### src/rtl/pong_pkg.sv
// Shared definitions for the Pong score reporter:
// command codes, FSM states, result packing.
package pong_pkg;

   localparam int unsigned SCORE_W       = 15;
   localparam int unsigned WIN_SCORE_DEF = 10;

   localparam logic [1:0] CMD_READ         = 2'b00;
   localparam logic [1:0] CMD_READ_CLR     = 2'b01;
   localparam logic [1:0] CMD_RESET_SCORES = 2'b10;

   localparam int P1_SCORE_MSB = 31;
   localparam int P1_DIRTY     = 16;
   localparam int P2_SCORE_MSB = 15;
   localparam int P2_DIRTY     = 0;

   typedef enum logic [1:0] {
      ST_IDLE  = 2'd0,
      ST_LATCH = 2'd1,
      ST_RESP  = 2'd2
   } state_e;

   function automatic logic [31:0] pack_result(
      input logic [SCORE_W-1:0] s1,
      input logic               d1,
      input logic [SCORE_W-1:0] s2,
      input logic               d2
   );
      logic [31:0] r;
      r = '0;
      r[P1_SCORE_MSB -: SCORE_W] = s1;
      r[P1_DIRTY]                = d1;
      r[P2_SCORE_MSB -: SCORE_W] = s2;
      r[P2_DIRTY]                = d2;
      return r;
   endfunction

endpackage

### src/rtl/score_counter.sv
// Per-player saturating goal counter with a dirty flag.
// A counted goal sets dirty and overrides a dirty clear.
module score_counter
   import pong_pkg::*;
#(
   parameter int unsigned WIN_SCORE = WIN_SCORE_DEF
) (
   input  logic               clk_i,
   input  logic               rst_i,
   input  logic               goal_i,
   input  logic               clear_dirty_i,
   input  logic               clear_all_i,
   input  logic               freeze_i,
   output logic [SCORE_W-1:0] score_o,
   output logic               dirty_o
);

   localparam logic [SCORE_W-1:0] WIN = SCORE_W'(WIN_SCORE);

   logic [SCORE_W-1:0] score_q, score_d;
   logic               dirty_q, dirty_d;
   logic               count;

   assign count = goal_i && !freeze_i && (score_q < WIN);

   // Next state: full clear wins, then a counted goal, then dirty clear.
   always_comb begin
      score_d = score_q;
      dirty_d = dirty_q;
      if (clear_all_i) begin
         score_d = '0;
         dirty_d = 1'b0;
      end else if (count) begin
         score_d = score_q + 1'b1;
         dirty_d = 1'b1;
      end else if (clear_dirty_i) begin
         dirty_d = 1'b0;
      end
   end

   // Score and dirty registers.
   always_ff @(posedge clk_i or posedge rst_i) begin
      if (rst_i) begin
         score_q <= '0;
         dirty_q <= 1'b0;
      end else begin
         score_q <= score_d;
         dirty_q <= dirty_d;
      end
   end

   assign score_o = score_q;
   assign dirty_o = dirty_q;

endmodule

### src/rtl/score_reporter.sv
// Nios II multi-cycle custom instruction returning the
// Pong score word; counts goals and answers read/clear.
module score_reporter
   import pong_pkg::*;
#(
   parameter int unsigned WIN_SCORE = WIN_SCORE_DEF
) (
   input  logic        CLK,
   input  logic        RST_BTN,
   input  logic        CLK_EN,
   input  logic        start,
   input  logic [31:0] dataa,
   input  logic        goal_p1,
   input  logic        goal_p2,
   output logic [31:0] result,
   output logic        done,
   output logic        game_over
);

   localparam logic [SCORE_W-1:0] WIN = SCORE_W'(WIN_SCORE);

   state_e             state_q;
   logic [1:0]         cmd_q;
   logic [31:0]        result_q;
   logic               done_q;
   logic               game_over_q;

   logic [SCORE_W-1:0] score1, score2;
   logic               dirty1, dirty2;
   logic               in_latch;
   logic               clr_dirty;
   logic               clr_all;
   logic               unused_dataa;

   assign unused_dataa = ^dataa[31:2];

   assign in_latch  = (state_q == ST_LATCH);
   assign clr_dirty = in_latch && (cmd_q == CMD_READ_CLR);
   assign clr_all   = in_latch && (cmd_q == CMD_RESET_SCORES);

   score_counter #(
      .WIN_SCORE     (WIN_SCORE)
   ) u_p1 (
      .clk_i         (CLK),
      .rst_i         (RST_BTN),
      .goal_i        (goal_p1),
      .clear_dirty_i (clr_dirty),
      .clear_all_i   (clr_all),
      .freeze_i      (game_over_q),
      .score_o       (score1),
      .dirty_o       (dirty1)
   );

   score_counter #(
      .WIN_SCORE     (WIN_SCORE)
   ) u_p2 (
      .clk_i         (CLK),
      .rst_i         (RST_BTN),
      .goal_i        (goal_p2),
      .clear_dirty_i (clr_dirty),
      .clear_all_i   (clr_all),
      .freeze_i      (game_over_q),
      .score_o       (score2),
      .dirty_o       (dirty2)
   );

   // Handshake FSM: capture command, snapshot, pulse done.
   always_ff @(posedge CLK or posedge RST_BTN) begin
      if (RST_BTN) begin
         state_q  <= ST_IDLE;
         cmd_q    <= CMD_READ;
         result_q <= '0;
         done_q   <= 1'b0;
      end else begin
         done_q <= 1'b0;
         unique case (state_q)
            ST_IDLE: begin
               if (start && CLK_EN) begin
                  cmd_q   <= dataa[1:0];
                  state_q <= ST_LATCH;
               end
            end
            ST_LATCH: begin
               result_q <= pack_result(score1, dirty1,
                                       score2, dirty2);
               done_q   <= 1'b1;
               state_q  <= ST_RESP;
            end
            ST_RESP: begin
               state_q <= ST_IDLE;
            end
            default: begin
               state_q <= ST_IDLE;
            end
         endcase
      end
   end

   // Win flag lags the score registers by one edge.
   always_ff @(posedge CLK or posedge RST_BTN) begin
      if (RST_BTN) begin
         game_over_q <= 1'b0;
      end else begin
         game_over_q <= (score1 == WIN) || (score2 == WIN);
      end
   end

   assign result    = result_q;
   assign done      = done_q;
   assign game_over = game_over_q;

endmodule

### config.mk
export PLATFORM = sky130hd
export DESIGN_NAME = score_reporter
export DESIGN_NICKNAME = d
export VERILOG_FILES = /design/src/rtl/pong_pkg.sv /design/src/rtl/score_counter.sv /design/src/rtl/score_reporter.sv
export SDC_FILE = /design/constraint.sdc
export NUM_CORES = 1
export LEC_CHECK = 0
export ABC_AREA = 1
export CORE_MARGIN = 2
export CORE_UTILIZATION = 30
export CTS_BUF_LIST = sky130_fd_sc_hd__clkbuf_16
export CTS_CLUSTER_SIZE = 12
export DETAILED_ROUTE_END_ITERATION = 7
export DONT_BUFFER_PORTS = 1
export GPL_ROUTABILITY_DRIVEN = 0
export GPL_TIMING_DRIVEN = 0
export MAX_ROUTING_LAYER = met4
export PLACE_DENSITY = 0.53
export SYNTH_ARGS = -nofsm -noshare
export SYNTH_HDL_FRONTEND = slang
export SYNTH_SLANG_ARGS = --single-unit
export TNS_END_PERCENT = 10
### constraint.sdc
create_clock -name CLK -period 3.15 [get_ports CLK]
set_clock_uncertainty 0.05 [all_clocks]
set_input_delay 0.315 -clock CLK [delete_from_list [all_inputs] [get_ports CLK]]
set_output_delay 0.315 -clock CLK [all_outputs]
set_load 0.05 [all_outputs]
* Yosys cells after proc, flatten, opt, wreduce, memory -nomap -nowiden
Index checks and enable logic that the tools add are counted.
** Cells by class
- Add/sub/neg operators :: 2
- Order comparisons :: 2
- Eq/ne operators :: 6
- Multiplexer cells :: 12
- Reductions and logical operators :: 15
** Operators by type and width (number)
- $mux 15 :: 4
- $add 15x1->15 const B :: 2
- $eq 15x4->1 const B :: 2
- $lt 15x4->1 const B :: 2
- $logic_and 1x1->1 :: 7
- $mux 1 :: 6
- $reduce_bool 3->1 :: 2
- $eq 2x1->1 const B :: 2
- $pmux 2 s2 :: 1
- $reduce_bool 2->1 :: 2
- $eq 2x2->1 const B :: 1
- $logic_not 2->1 :: 1
- $mux 2 :: 1
- $ne 2x2->1 const B :: 1
- $reduce_and 2->1 :: 1
- $logic_not 1->1 :: 1
- $logic_or 1x1->1 :: 1
** Storage, ports and cells
- Register bits after elaboration :: 70
- Input bits :: 38
- Logic and storage cells :: 46

* Longest topological paths before layout
Gate-level depths: netlist of run 1.
- Word-level depth :: 5
- Depth in mapped cells :: 7
- Depth with buffers taken out :: 6

* Modules after synthesis
Synthesis of run 1 repeated with hierarchy kept, for this count alone.
** Second synthesis, totals
- Cell total of the unflattened synthesis :: 348
- Area, all modules :: 3055.4 um2
** By module, submodules not included
- score_reporter :: times used 1, cells an instance 190, area an instance 1604.0 um2, sequential area each 950.9 um2
- score_counter :: times used 2, cells an instance 79, area an instance 725.7 um2, sequential area each 400.4 um2

* Worst setup path after synthesis of run 1
OpenSTA, ideal clock, no wires.
- Path kind :: register to register
- Start point :: register game_over_q (netlist: game_over)
- End point :: register u_p2.score_q[3] (netlist: u_p2.score_o[3])
- Setup time :: 118 ps
- Arrival :: 1216 ps
- Required time :: 2982 ps
- Setup slack :: 1766 ps
- Cell stages (with the launch flop) :: 7
- Buffers on the path :: 0
- Period minus slack after synthesis :: 1384 ps
- Cells stage by stage :: dfrtp_1 -> inv_1 -> nand2_1 -> nor2_2 -> nand3_1 -> nand3_1 -> nand2_1
** Between the ends
- Longest elaborated chain between the ends :: 4
** RTL lines
- start: declaration :: line score_reporter.sv:26 : logic game_over_q;
- start signal: assignment :: line score_reporter.sv:104 : game_over_q <= (score1 == WIN) || (score2 == WIN);
- $logic_not 1->1 :: line score_counter.sv:24 : assign count = goal_i && !freeze_i && (score_q < WIN);
- $logic_and 1x1->1 (2 in series) :: line score_counter.sv:24
- $reduce_bool 2->1 (no line)
- end signal: assignment :: line score_counter.sv:47 : score_q <= score_d;
- end: declaration :: line score_counter.sv:20 : logic [SCORE_W-1:0] score_q, score_d;
No other way between the ends.
A chain may end at the register's enable or synchronous reset.

* Final worst setup path of run 1
- Start point :: register game_over_q (netlist: game_over)
- End point :: register u_p2.score_q[2] (netlist: u_p2.score_o[2])
Same word-level chain as after synthesis.

==> results by group, run 1 <==
Synth
  • Post-synth EDFFs: 0
  • Mapped cell area: 0.00284 mm^2
  • Most frequent cell after synthesis: dfrtp_1
  • Yosys warning total: 0
  • Synth Flop Type: dfrtp_1
  • Mapped Cells: around 300
  • Top-area cell type share of the netlist area: 61.7%
  • Avg Inst Size Synth: 9.43 um^2
  • Top cells by count, synth: dfrtp_1 (70), nand2_1 (58), inv_1 (43)
  • Yosys reg bits: 70
  • Distinct cells, synth: 24
  • Top post-synthesis cells by area: dfrtp_1 (62%), nand2_1 (7.7%), o21ai_0 (6.0%)
  • Sequential-to-total area share from yosys stat: ~60%
  • Dominant cell type by area after synthesis: dfrtp_1
  • Ys async rst share: between 90% and 100%
  • Syn_nets: ~340

Timing
  • Min cycle time layout: 1.61 ns
  • Final worst setup slack: between 1.5 and 2 ns
  • Worst slew margin: between 40% and 50%
  • Max frequency: 619 MHz
  • Final Max Slew Viols: 0
  • Unrepaired setup endpoints after global routing: no
  • Min Hold Slack: -0.00318 ns
  • Final Hold Fails: 4
  • Setup TNS: 0 ns
  • Final setup violation count: 0
  • Tcrit/Tclk final: 51.2%
  • Worst-margin pin slew: approximately 0.85 ns

Worst setup path
  • Arrival time worst endpoint: roughly 1.8 ns
  • Crit start category: flip-flop
  • Worst setup path category: flip-flop to flip-flop
  • FF-to-FF path depth: 6
  • Reg2reg start: game_over
  • Crit path required time: 3.31 ns
  • Register-to-register setup slack: between 1.5 and 2 ns
  • Setup crit end kind: flip-flop
  • FF-to-FF End: u_p2.score_o[2]
  • CP Max Fanout: 6

Finish
  • Share of cells above drive strength 1: 11.0%
  • N_diodes: 0
  • Layout Nets: roughly 350
  • Synth-to-layout area growth: 15.5%

CTS
  • CTS buffer count: 9
  • Max Buffers Root-to-Sink: 2
  • H-Tree Depth: 3
  • Worst-path clk slew: approximately 0.060 ns
  • Setup Buffers After CTS: 0
  • Clock sinks: 70
  • Root Driver: clkbuf_16
  • Worst-Skew Late Latency: about 0.33 ns
  • Post-cts repair resize count: 0
  • Hold-fix buffers, CTS: 0
  • CTS tree: done

Floorplan
  • Die Area: approximately 0.01 mm^2
  • Die width: a little over 100 um
  • Die height: approximately 100 um
  • Core area: a little over 0.009 mm^2
  • Starting Density: a little under a third
  • Row cnt: 35
  • IO Pins: ~70

Power and ir drop
  • Max VDD drop: 207 uV
  • Static leakage: 1.65 nW
  • PD cells: between 800 and 900 mW/mm^2

Global route
  • First-pass GRT wire length: approximately 10 mm
  • GR Util All Layers: around an eighth
  • Initial antenna violation count: 0
  • Largest net degree at the start of global routing: between 70 and 80
  • Via count of the first global-routing pass: roughly 2000
  • Total grt overflow: 0

Status
  • Status: finished, violations left
  • Failing checks: hold timing

Place
  • DP Wirelength: ~4.0 mm
  • PortBufs: 0
  • Setup WS pre-CTS: between 1.5 and 2 ns

Detailed routing
  • Post-DR wirelength/cell: 13.3 um
  • DRT Pass-1 Iters: 4
  • DRC: 0
  • Avg Vias per Cell: 4.55
  • DRT Wirelength: 5.67 mm
  • Antenna Nets Post-Route: 0
  • Vias: 1946
  • Initial drt markers: 57

Hold path
  • Hold Crit Class: input port to async pin

Run
  • Max-Cap Viols: 0
==> per-stage QoR <==
| step | instance area (um^2) | total power [mW] | hold slack, ns | std cells | util (%) |
|---|---|---|---|---|---|
| 2_1_floorplan | 2840 | 1.58 | 0.386 | 301 | - |
| 3_3_place_gp | 2980 | 1.68 | 0.393 | 412 | 32.4 |
| 3_5_place_dp | 2980 | 1.69 | 0.389 | 412 | 32.4 |
| 4_1_cts | 3280 | 2.70 | 0.0298 | 428 | 35.6 |
| 5_1_grt | 3280 | 2.83 | 0.0768 | 428 | 35.6 |
| 6_report | 3280 | 2.66 | -0.00318 | 428 | 35.6 |
==> sequential cells by signal (all words and copies together), names as in the netlist <==
| name | count |
|---|---|
| u_p1.score_o | 15 |
| done | 1 |
| u_p2.dirty_o | 1 |
| game_over | 1 |
| u_p2.score_o | 15 |
| u_p1.dirty_o | 1 |
| state_q | 2 |
| cmd_q | 2 |
| result | 32 |
==> worst max-delay path, stage by stage (launching register included) <==
cell	delay (ns)
dfrtp_1	0.58
inv_1	0.19
nand2_1	0.08
nor2_2	0.25
nand3_1	0.19
nand3_1	0.10
nand2_1	0.05
==> report_power, final <==
part	switching, mW	internal (mW)	leakage, nW
Clock	0.384	0.613	0.142
Combinational	0.214	0.132	0.572
Sequential	0.312	1.01	0.940
==> cells by family (layout without fill, tap and decap cells) <==
kind of cell | after synthesis | after routing | share of synthesized area (%)
AO/OA/AOI/OAI | 38 | 38 | 6.83
XOR/XNOR | 2 | 2 | 0.617
adder cells (fa/ha/maj) | 4 | 4 | 1.76
buffers and inverters | 55 | 71 | 8.37
flip-flops | 70 | 70 | 61.7
AND/OR/NAND/NOR | 132 | 132 | 20.7
==> cell usage in the layout, fill, tap and decap left out, types with 4 or more instances in the layout <==
cell type / n
dfrtp_1: 70
nand2_1: 58
inv_1: 42
nor2_1: 38
o21ai_0: 34
nand3_1: 19
nand4_1: 9
clkbuf_16: 9
buf_2: 4
ha_1: 4
==> per-layer routing <==
layer | up-vias | part of all wire (%) | GRT usage (%)
li1 | 970 | - | -
met1 | 937 | 45 | 15.6
met2 | 34 | 48 | 19.6
met3 | 5 | 5.9 | 4.97
met4 | 0 | 0.90 | 4.68
met5 | - | 0 | -
==> how the worst max path moves through the flow <==
stage / startpoint / end / slack [ns] / cells past startpoint
floorplan: RST_BTN / cmd_q[0] / 1.02 / 1
finish: game_over / u_p2.score_o[2] / 1.54 / 6
CTS: game_over / u_p2.score_o[2] / 1.51 / 6
detailed placement: game_over / u_p2.score_o[0] / 1.52 / 6
global placement: RST_BTN / state_q[0] / 0.21 / 1
global route: game_over / u_p2.score_o[2] / 1.40 / 6
==> layout make-up <==
| class | instances | area, um^2 |
|---|---|---|
| flip-flops and latches | 70 | 1750 |
| plain buffers | 10 | 68.8 |
| clock inverters | 7 | 72.6 |
| multi-input cells | 176 | 850 |
| inverters | 45 | 171 |
| clock buffers | 9 | 225 |
| fillers | 953 | 5920 |
| well taps | 111 | 139 |
(Power assumes the default switching activity.)
==> run 2, diff against run 1 <==
Settings changed: PLACE_DENSITY 0.53 to 0.54.
Clock period 3.15 ns to 1.45 ns, I/O delays scaled along.
==> run 2 against run 1 <==
Effect of this change: the run now ends clean; clock-buffer cell count is the same; utilization grew 1.1 points; register-to-register slack lost 1.4 ns; first-iteration DRC count shrank 25%; global-route usage shrank 0.21 points; worst hold slack gained 0.034 ns.
==> results by group, run 2 (same netlist as run 1, synthesis figures left out) <==
Status
  • Status: finished clean

CTS
  • H-Tree Depth: 3
  • Max Buffers Root-to-Sink: 2
  • CTS buffer count: 9
  • Clock sinks: 70
  • Worst-Skew Late Latency: between 0.3 and 0.4 ns
  • CTS tree: done
  • Setup Buffers After CTS: 0
  • Root Driver: clkbuf_16
  • Worst-path clk slew: 0.06 ns

Global route
  • Total grt overflow: 0
  • Initial antenna violation count: 0
  • First-pass GRT wire length: ~9.5 mm
  • GR Util All Layers: between 10% and 20%
  • Largest net degree at the start of global routing: 39
  • Via count of the first global-routing pass: 1883

Place
  • DP Wirelength: 4.12 mm
  • Setup WS pre-CTS: -0.190 ns
  • PortBufs: 0

Timing
  • Unrepaired setup endpoints after global routing: yes
  • Final worst setup slack: roughly 0.095 ns
  • Worst slew margin: between 40% and 50%
  • Tcrit/Tclk final: between 90% and 100%
  • Min cycle time layout: between 1 and 1.5 ns
  • Max frequency: about 740 MHz
  • Final setup violation count: 0
  • Final Max Slew Viols: 0
  • Final Hold Fails: 0
  • Worst-margin pin slew: between 0.8 and 0.9 ns
  • Min Hold Slack: ~0.031 ns

Finish
  • Share of cells above drive strength 1: approximately 14%
  • Commonest non-fill, non-tap cell in the layout: dfrtp_1
  • N_diodes: 0
  • Synth-to-layout area growth: 18.9%
  • Most frequent cells in the layout: dfrtp_1 (69), nand2_1 (58), inv_1 (40)
  • Max reg flops: 32
  • Layout Nets: 360

Floorplan
  • Row cnt: 35
  • Starting Density: 30.9%
  • IO Pins: 72
  • Die width: between 100 and 150 um
  • Core area: approximately 0.009 mm^2
  • Die height: 101 um
  • Die Area: approximately 0.010 mm^2

Detailed routing
  • M1 WL: 2.77 mm
  • Initial drt markers: between 40 and 50
  • WL met2: roughly 2.6 mm
  • Top sig layer: met4
  • DRT Wirelength: 5.78 mm
  • DRT Pass-1 Iters: 4
  • Vias: roughly 2000
  • Avg Vias per Cell: between 4 and 5
  • DRC: 0
  • Post-DR wirelength/cell: 13.3 um
  • Antenna Nets Post-Route: 0
  • Met3 wire length: roughly 260 um

Worst setup path
  • CP delay by family, top: buffers and inverters
  • Worst setup path category: flip-flop to flip-flop
  • Worst stage delay on the critical path: approximately 0.54 ns
  • Crit path cell chain: nor2_2, nand3_1, inv_2, dlygate4sd3_1
  • Crit start category: flip-flop
  • Crit path required time: approximately 1.7 ns
  • Slowest CP cell: dlygate4sd3_1
  • CP Max Fanout: 5
  • Setup crit end kind: flip-flop
  • Arrival time worst endpoint: ~1.6 ns
  • CP bufs+invs: 2

Hold path
  • Hold Crit Class: input port to flip-flop

Run
  • Max-Cap Viols: 0

Power and ir drop
  • Max VDD drop: 494 uV
  • PD cells: roughly 1700 mW/mm^2
  • Static leakage: ~1.7 nW
[run 2: changes by cell type in the layout (fill, tap and decap cells not counted), sizes merged]
| cell | before | now |
|---|---|---|
| buf | 8 | 9 |
| clkinvlp | 2 | 3 |
| dlygate4sd3 | 0 | 5 |
| clkinv | 3 | 2 |
[run 2: area by class of cell]
| class | instances | area [um^2] |
|---|---|---|
| buffer | 10 | 71.3 |
| clock buffer | 9 | 225 |
| clock inverter | 7 | 80.1 |
| fill | 942 | 5820 |
| inverter | 45 | 173 |
| multi-input combinational | 176 | 865 |
| sequential | 70 | 1750 |
| tap | 111 | 139 |
| timing repair buffer | 6 | 70.1 |
[run 2: stage by stage]
stage	TNS (ns)	cells	total power, mW	instance area, um^2	util (%)
floorplan	0	301	3.44	2840	-
global route	-0.0180	434	6.21	3380	36.7
global placement	-0.781	412	3.65	2980	32.4
detailed placement	-0.831	413	3.68	3000	32.6
CTS	0	434	5.97	3370	36.6
finish	0	434	5.90	3380	36.7
[run 2: report_power, final]
part | switching [mW] | internal [mW]
Sequential | 0.685 | 2.19
Combinational | 0.470 | 0.310
Clock | 0.893 | 1.35
Total | 2.05 | 3.85
[run 2: layer usage]
metal  vias up  GRT usage [%]
met5         -              -
met4         0           5.93
met3        13           4.49
met2        37           18.0
met1       964           16.1
li1        976              -
[run 2: path summary, 6_finish.rpt]
check                                   from  cells past startpoint    endpoint  slack [ns]
min in group asynchronous            RST_BTN                      2  result[24]        0.40
worst min-delay path                  CLK_EN                      3    cmd_q[0]        0.03
worst max register to register    state_q[1]                      4  state_q[0]         0.1
worst min register to register  u_p1.dirty_o                      2  result[16]        0.45
max in group asynchronous            RST_BTN                      3    cmd_q[0]        0.33
worst max-delay path              state_q[1]                      4  state_q[0]         0.1
[run 2: repair_timing]
action / 4_1_cts / 5_1_grt
resized for setup: 3 / 8
gates cloned: 0 / 0
setup endpoints to repair: 9 / 18
endpoints found under the hold margin: 40 / 0
hold buffers: 5 / 0
pin swaps: 0 / 1
[run 2: worst reg2reg max path: stages (launching register included)]
cell and delay [ns]:
dfrtp_1 0.43, nor2_2 0.10, nand3_1 0.09, inv_2 0.09
dlygate4sd3_1 0.54
